File: src/rtl/flash_mem_if.sv
// Word-read bus between the playback FSM (master) and flash_read_responder (slave).
interface flash_mem_if #(
    parameter int ADDR_W = 23
) ();
    logic              flash_mem_read;
    logic [ADDR_W-1:0] flash_mem_address;
    logic              flash_mem_waitrequest;
    logic [31:0]       flash_mem_readdata;
    logic              flash_mem_readdatavalid;

    modport master (
        output flash_mem_read,
        output flash_mem_address,
        input  flash_mem_waitrequest,
        input  flash_mem_readdata,
        input  flash_mem_readdatavalid
    );

    modport slave (
        input  flash_mem_read,
        input  flash_mem_address,
        output flash_mem_waitrequest,
        output flash_mem_readdata,
        output flash_mem_readdatavalid
    );
endinterface

File: src/rtl/flash_read_responder.sv
// Serves 32-bit word reads from an 8-bit parallel flash as four timed byte reads, assembled little-endian.
// Define FLASH_LAST_WORD_CACHE_EN to answer a repeat read of the last completed word without touching the chip.
module flash_read_responder #(
    parameter int ADDR_W      = 23,
    parameter int WAIT_CYCLES = 4
) (
    input  logic              clk,
    input  logic              reset,
    flash_mem_if.slave        bus,
    output logic [ADDR_W+1:0] fl_addr,
    output logic              fl_ce_n,
    output logic              fl_oe_n,
    output logic              fl_we_n,
    input  logic [7:0]        fl_dq_in
);
    typedef enum logic [1:0] {IDLE, ACCESS, RESP} state_t;

    localparam logic [3:0] CNT_LAST = 4'(WAIT_CYCLES - 1);

    state_t            state;
    state_t            state_next;
    logic [ADDR_W-1:0] addr_q;
    logic [1:0]        idx;
    logic [3:0]        cnt;
    logic [31:0]       readdata_q;
    logic              accept;
    logic              byte_done;
    logic              word_done;
    logic              hit;

    assign accept    = (state == IDLE) && bus.flash_mem_read;
    assign byte_done = (state == ACCESS) && (cnt == CNT_LAST);
    assign word_done = byte_done && (idx == 2'd3);

`ifdef FLASH_LAST_WORD_CACHE_EN
    logic [ADDR_W-1:0] tag_q;
    logic              tag_valid;

    // readdata_q always equals the tagged word: only completions write all lanes, and reset clears both.
    always_ff @(posedge clk) begin
        if (reset) begin
            tag_q     <= '0;
            tag_valid <= 1'b0;
        end else if (word_done) begin
            tag_q     <= addr_q;
            tag_valid <= 1'b1;
        end
    end

    assign hit = tag_valid && (bus.flash_mem_address == tag_q);
`else
    assign hit = 1'b0;
`endif

    always_ff @(posedge clk) begin
        if (reset) begin
            state <= IDLE;
        end else begin
            state <= state_next;
        end
    end

    always_comb begin
        state_next                  = state;
        fl_ce_n                     = 1'b1;
        fl_oe_n                     = 1'b1;
        bus.flash_mem_waitrequest   = (state != IDLE);
        bus.flash_mem_readdatavalid = (state == RESP);
        case (state)
            IDLE: begin
                if (accept) begin
                    state_next = hit ? RESP : ACCESS;
                end
            end
            ACCESS: begin
                fl_ce_n = 1'b0;
                fl_oe_n = 1'b0;
                if (word_done) begin
                    state_next = RESP;
                end
            end
            RESP: begin
                state_next = IDLE;
            end
            default: begin
                state_next = IDLE;
            end
        endcase
    end

    // Byte sequencer: each byte address is held WAIT_CYCLES cycles, the chip data is sampled on the last one.
    always_ff @(posedge clk) begin
        if (reset) begin
            addr_q     <= '0;
            idx        <= 2'd0;
            cnt        <= 4'd0;
            readdata_q <= 32'd0;
        end else begin
            case (state)
                IDLE: begin
                    if (accept) begin
                        addr_q <= bus.flash_mem_address;
                        idx    <= 2'd0;
                        cnt    <= 4'd0;
                    end
                end
                ACCESS: begin
                    if (cnt == CNT_LAST) begin
                        readdata_q[{idx, 3'b000} +: 8] <= fl_dq_in;
                        cnt                            <= 4'd0;
                        idx                            <= idx + 2'd1;
                    end else begin
                        cnt <= cnt + 4'd1;
                    end
                end
                default: begin
                end
            endcase
        end
    end

    assign fl_addr                = {addr_q, idx};
    assign fl_we_n                = 1'b1;
    assign bus.flash_mem_readdata = readdata_q;
endmodule

File: src/flat_wrapper.sv
// flat-port wrapper written by rule: the top's interface ports become plain ports
module flash_read_responder_flat 
#(
    parameter int ADDR_W      = 23,
    parameter int WAIT_CYCLES = 4
)
  (clk, reset, fl_addr, fl_ce_n, fl_oe_n, fl_we_n, fl_dq_in, bus_flash_mem_read, bus_flash_mem_address, bus_flash_mem_waitrequest, bus_flash_mem_readdata, bus_flash_mem_readdatavalid);
  flash_mem_if #(.ADDR_W(ADDR_W)) bus_i ();
  input  logic clk;
  input  logic reset;
  output logic [ADDR_W+1:0] fl_addr;
  output logic fl_ce_n;
  output logic fl_oe_n;
  output logic fl_we_n;
  input  logic [7:0] fl_dq_in;
  input wire logic [$bits(bus_i.flash_mem_read)-1:0] bus_flash_mem_read;
  input wire logic [$bits(bus_i.flash_mem_address)-1:0] bus_flash_mem_address;
  output wire logic [$bits(bus_i.flash_mem_waitrequest)-1:0] bus_flash_mem_waitrequest;
  output wire logic [$bits(bus_i.flash_mem_readdata)-1:0] bus_flash_mem_readdata;
  output wire logic [$bits(bus_i.flash_mem_readdatavalid)-1:0] bus_flash_mem_readdatavalid;
  assign bus_i.flash_mem_read = bus_flash_mem_read;
  assign bus_i.flash_mem_address = bus_flash_mem_address;
  assign bus_flash_mem_waitrequest = bus_i.flash_mem_waitrequest;
  assign bus_flash_mem_readdata = bus_i.flash_mem_readdata;
  assign bus_flash_mem_readdatavalid = bus_i.flash_mem_readdatavalid;
  flash_read_responder #(.ADDR_W(ADDR_W), .WAIT_CYCLES(WAIT_CYCLES)) u_core (.clk(clk), .reset(reset), .bus(bus_i), .fl_addr(fl_addr), .fl_ce_n(fl_ce_n), .fl_oe_n(fl_oe_n), .fl_we_n(fl_we_n), .fl_dq_in(fl_dq_in));
endmodule
File: config.mk
export PLATFORM = sky130hd
export DESIGN_NAME = flash_read_responder_flat
export DESIGN_NICKNAME = d
export VERILOG_FILES = /design/src/rtl/flash_mem_if.sv /design/src/rtl/flash_read_responder.sv /design/src/flat_wrapper.sv
export SDC_FILE = /design/constraint.sdc
export NUM_CORES = 1
export LEC_CHECK = 0
export CORE_UTILIZATION = 45
export DETAILED_ROUTE_END_ITERATION = 10
export GPL_TIMING_DRIVEN = 0
export PLACE_DENSITY = 0.91
export SKIP_LAST_GASP = 1
export SLEW_MARGIN = 30
export SYNTH_ARGS = -nofsm -noshare
export SYNTH_HDL_FRONTEND = slang
export SYNTH_SLANG_ARGS = --single-unit
export TNS_END_PERCENT = 100
File: constraint.sdc
create_clock -name clk -period 2.5 [get_ports clk]
set_clock_uncertainty 0.2 [all_clocks]
set_input_delay 0.5 -clock clk [delete_from_list [all_inputs] [get_ports clk]]
set_output_delay 0.5 -clock clk [all_outputs]
set_load 0.02 [all_outputs]
==> impl_metrics.py <==
metrics = {
    "worst_setup_path": {
        "r2r_start": "u_core.idx[0]",
        "rr_worst_depth": 8,
        "required_ps": 1800,
        "critPathLaunchType": "register",
        "timing.rr.end": "u_core.bus.flash_mem_readdata[26]",
        "crit_arrival_ps": 1710,
        "reg2reg_slack_ps": 150,
        "cp-startpoint": "u_core.state[0]",
        "cp-end-kind": "output pin",
        "crit_type": "reg -> out",
        "crit_fanout": 10,
    },
    "cts": {
        "cts.path.max_buffers": 2,
        "hold_buffers": 0,
        "cts.sinks": 63,
        "cts_tree": "yes",
        "cts.root.buffer_cell": "clkbuf_8",
        "clkSlewWorstSetupHoldPaths_ps": 60,
        "ctsHtreeMaxLevel": 3,
        "cts_inserted_buffers": 9,
        "clk_latency_ps": 340,
    },
    "timing": {
        "final.setup.tns_ps": 0,
        "drv_slew": 0,
        "clock.fmax_ghz": 0.415,
        "hold_slack_ps": 259,
        "finalHoldViolCount": 0,
        "finalSetupViolations": 0,
        "rsz0062_at_grt": "no",
        "post-route-min-period_ps": 2410,
        "post-route-period-util": 0.963,
    },
    "placement": {
        "dpl_cell_area_um2": 3810,
        "dpl.hpwl_um": 5710,
        "portBuffers": 93,
        "place_congestion": 0.893,
    },
    "finish": {
        "final_util": 0.685,
        "areaGrowthSynthToFinish_pct": 46.5,
        "drive_above_1_share": 0.104,
        "final_cell_mix": "92 x clkdlybuf4s50_1, 62 x dfxtp_1, 52 x nand2_1",
        "antennaDiodeCount": 0,
        "fin_area_um2": 4080,
        "final_nets": 468,
        "seq_area_um2": 1260,
        "final_common_cell": "clkdlybuf4s50_1",
        "fillers": 450,
        "multi_input_area_um2": 1380,
    },
    "pwr": {
        "ir_worst_vdd_mv": 0.420,
        "powerDensity_nw_per_um2": 574,
        "leakagePower_nw": 1.50,
        "power_mw": 2.34,
    },
    "yosys": {
        "syn-num-nets": 361,
        "ys_types": 44,
        "synth.yosys.seq_area_share": 0.453,
        "synth_seq_cells": 63,
        "avgSynthCellArea_um2": 8.68,
        "syn_inst": 321,
        "synth_area_um2": 2790,
        "yosys_warnings": 0,
    },
    "grt": {
        "grt-ovfl-total": 0,
        "antenna_found_initial": 0,
        "grt_use_total": 0.264,
        "grt_start_max_net_pins": 11,
        "grt_pass1_wl_um": 13100,
        "grt_pass1_vias": 2784,
    },
    "floorplan": {
        "core-area_um2": 5960,
        "start_util": 0.468,
        "die_y_um": 80.7,
        "io_pins": 96,
        "die_w_um": 80.7,
        "rows": 28,
        "die-area_um2": 6510,
    },
    "detailed_routing": {
        "drt_first_pass_iters": 5,
        "drc": 0,
        "wl_per_cell_um": 15.5,
        "vias": 2824,
        "antenna_left": 0,
        "drt-total-wl_um": 7840,
        "drtIter0Drc": 200,
        "viasPerCell": 5.57,
    },
    "worst_hold_path": {
        "min_from": "u_core.addr_q[14]",
        "holdCritPathClass": "reg -> reg",
        "hold_path_depth": 2,
        "holdPathEnd": "u_core.addr_q[14]",
    },
    "outcome": {
        "status": "finished, final reports clean",
    },
    "job": {
        "maxCapViolations": 0,
    },
}
## layer usage
metal	GRT usage	wire length, µm
met1	0.296	3100
met2	0.436	3850
met3	0.0955	707
met4	0.132	191
met5	0	0
## kinds of logic (layout without fill, tap and decap cells)
| kind of cell | Yosys count | after routing | synth area share |
|---|---|---|---|
| other | 1 | 1 | 0.00135 |
| DFF | 63 | 63 | 0.453 |
| AOI/OAI and AO/OA | 82 | 82 | 0.151 |
| adders and majority gates | 6 | 6 | 0.0269 |
| buffers and inverters | 32 | 143 | 0.0584 |
| muxes | 8 | 8 | 0.0287 |
| and+or+nand+nor | 129 | 129 | 0.281 |
## cell type report
type / instances / share of cell area
well taps: 75 / 0.0230
clock buffers: 11 / 0.0322
clock inverters: 4 / 0.0233
flip-flops and latches: 63 / 0.309
repair buffers: 96 / 0.234
inverters: 4 / 0.00368
multi-input cells: 226 / 0.338
plain buffers: 28 / 0.0368
## report_power, final
part	internal [mW]	switching [mW]	leakage, nW	total, mW
Clock	0.656	0.379	0.113	1.03
Combinational	0.132	0.130	0.874	0.263
Sequential	1.03	0.0147	0.512	1.04
Total	1.82	0.524	1.50	2.34
## critical path, cell delays in order (launching register included)
cell and delay (ps):
dfxtp_1 360, buf_4 190, or2_2 290, clkdlybuf4s50_1 540
## metrics by stage
step | setup slack [ps] | std cells
2_1_floorplan | 243 | 321
3_3_place_gp | 106 | 489
3_5_place_dp | -29.9 | 489
4_1_cts | 20.8 | 504
5_1_grt | 49.3 | 507
6_report | 91.8 | 507
## cell usage after synthesis
master    count  area share
clkbuf_1     10       0.013
buf_6         1      0.0040
o41ai_1       1      0.0031
o21ai_0      27       0.048
nand4_2       1      0.0045
mux2i_1       8       0.029
nor2_2        1      0.0022
nand4_1      23       0.052
nand3b_1      9       0.024
o21bai_1      1      0.0027
dfxtp_1      63        0.45
nor2b_4       1      0.0049
conb_1        1      0.0013
and3_1        2      0.0045
o21ai_1       3      0.0054
nand3_1       3      0.0054
or3b_4        1      0.0040
ha_1          6       0.027
and4b_1       2      0.0072
buf_1         1      0.0013
nand2_1      52       0.070
nor4b_4       1      0.0085
a31oi_1       1      0.0022
nand4b_1      5       0.016
nor2_1        2      0.0027
clkbuf_2      1      0.0018
or3_1         1      0.0022
nor4bb_1      1      0.0036
or2_1         1      0.0022
nand2b_1      8       0.018
nor3b_4       1      0.0067
nor3b_2       1      0.0045
nor4b_2       1      0.0054
or2_2         1      0.0022
nor2b_1       7       0.016
a21oi_1      48       0.086
buf_4         6       0.016
and4bb_2      1      0.0045
a211o_1       1      0.0031
inv_1         4      0.0054
buf_2         9       0.016
and2b_1       1      0.0027
and4b_2       1      0.0040
or3b_1        1      0.0031
## timing repair
action / 4_1_cts / 5_1_grt
setup buffers: 0 / 3
gates resized for setup: 1 / 5
setup endpoints to repair: 4 / 24
pin swaps: 0 / 1
## registers in the layout, indices dropped and copies added (netlist names)
signal,flops
u_core.idx,2
u_core.cnt,4
u_core.bus.flash_mem_readdata,32
u_core.state,2
u_core.addr_q,23
## worst max-delay path by stage
| stage | end | slack, ps |
|---|---|---|
| 2_1_floorplan | u_core.bus.flash_mem_readdata[25] | 240 |
| 3_3_place_gp | u_core.bus.flash_mem_readdata[31] | 110 |
| 3_5_place_dp | u_core.bus.flash_mem_readdata[31] | -30 |
| 4_1_cts | fl_oe_n | 20 |
| 5_1_grt | bus_flash_mem_waitrequest | 50 |
| 6_report | bus_flash_mem_waitrequest | 90 |
Note: power is estimated with default switching activity, not from simulation.
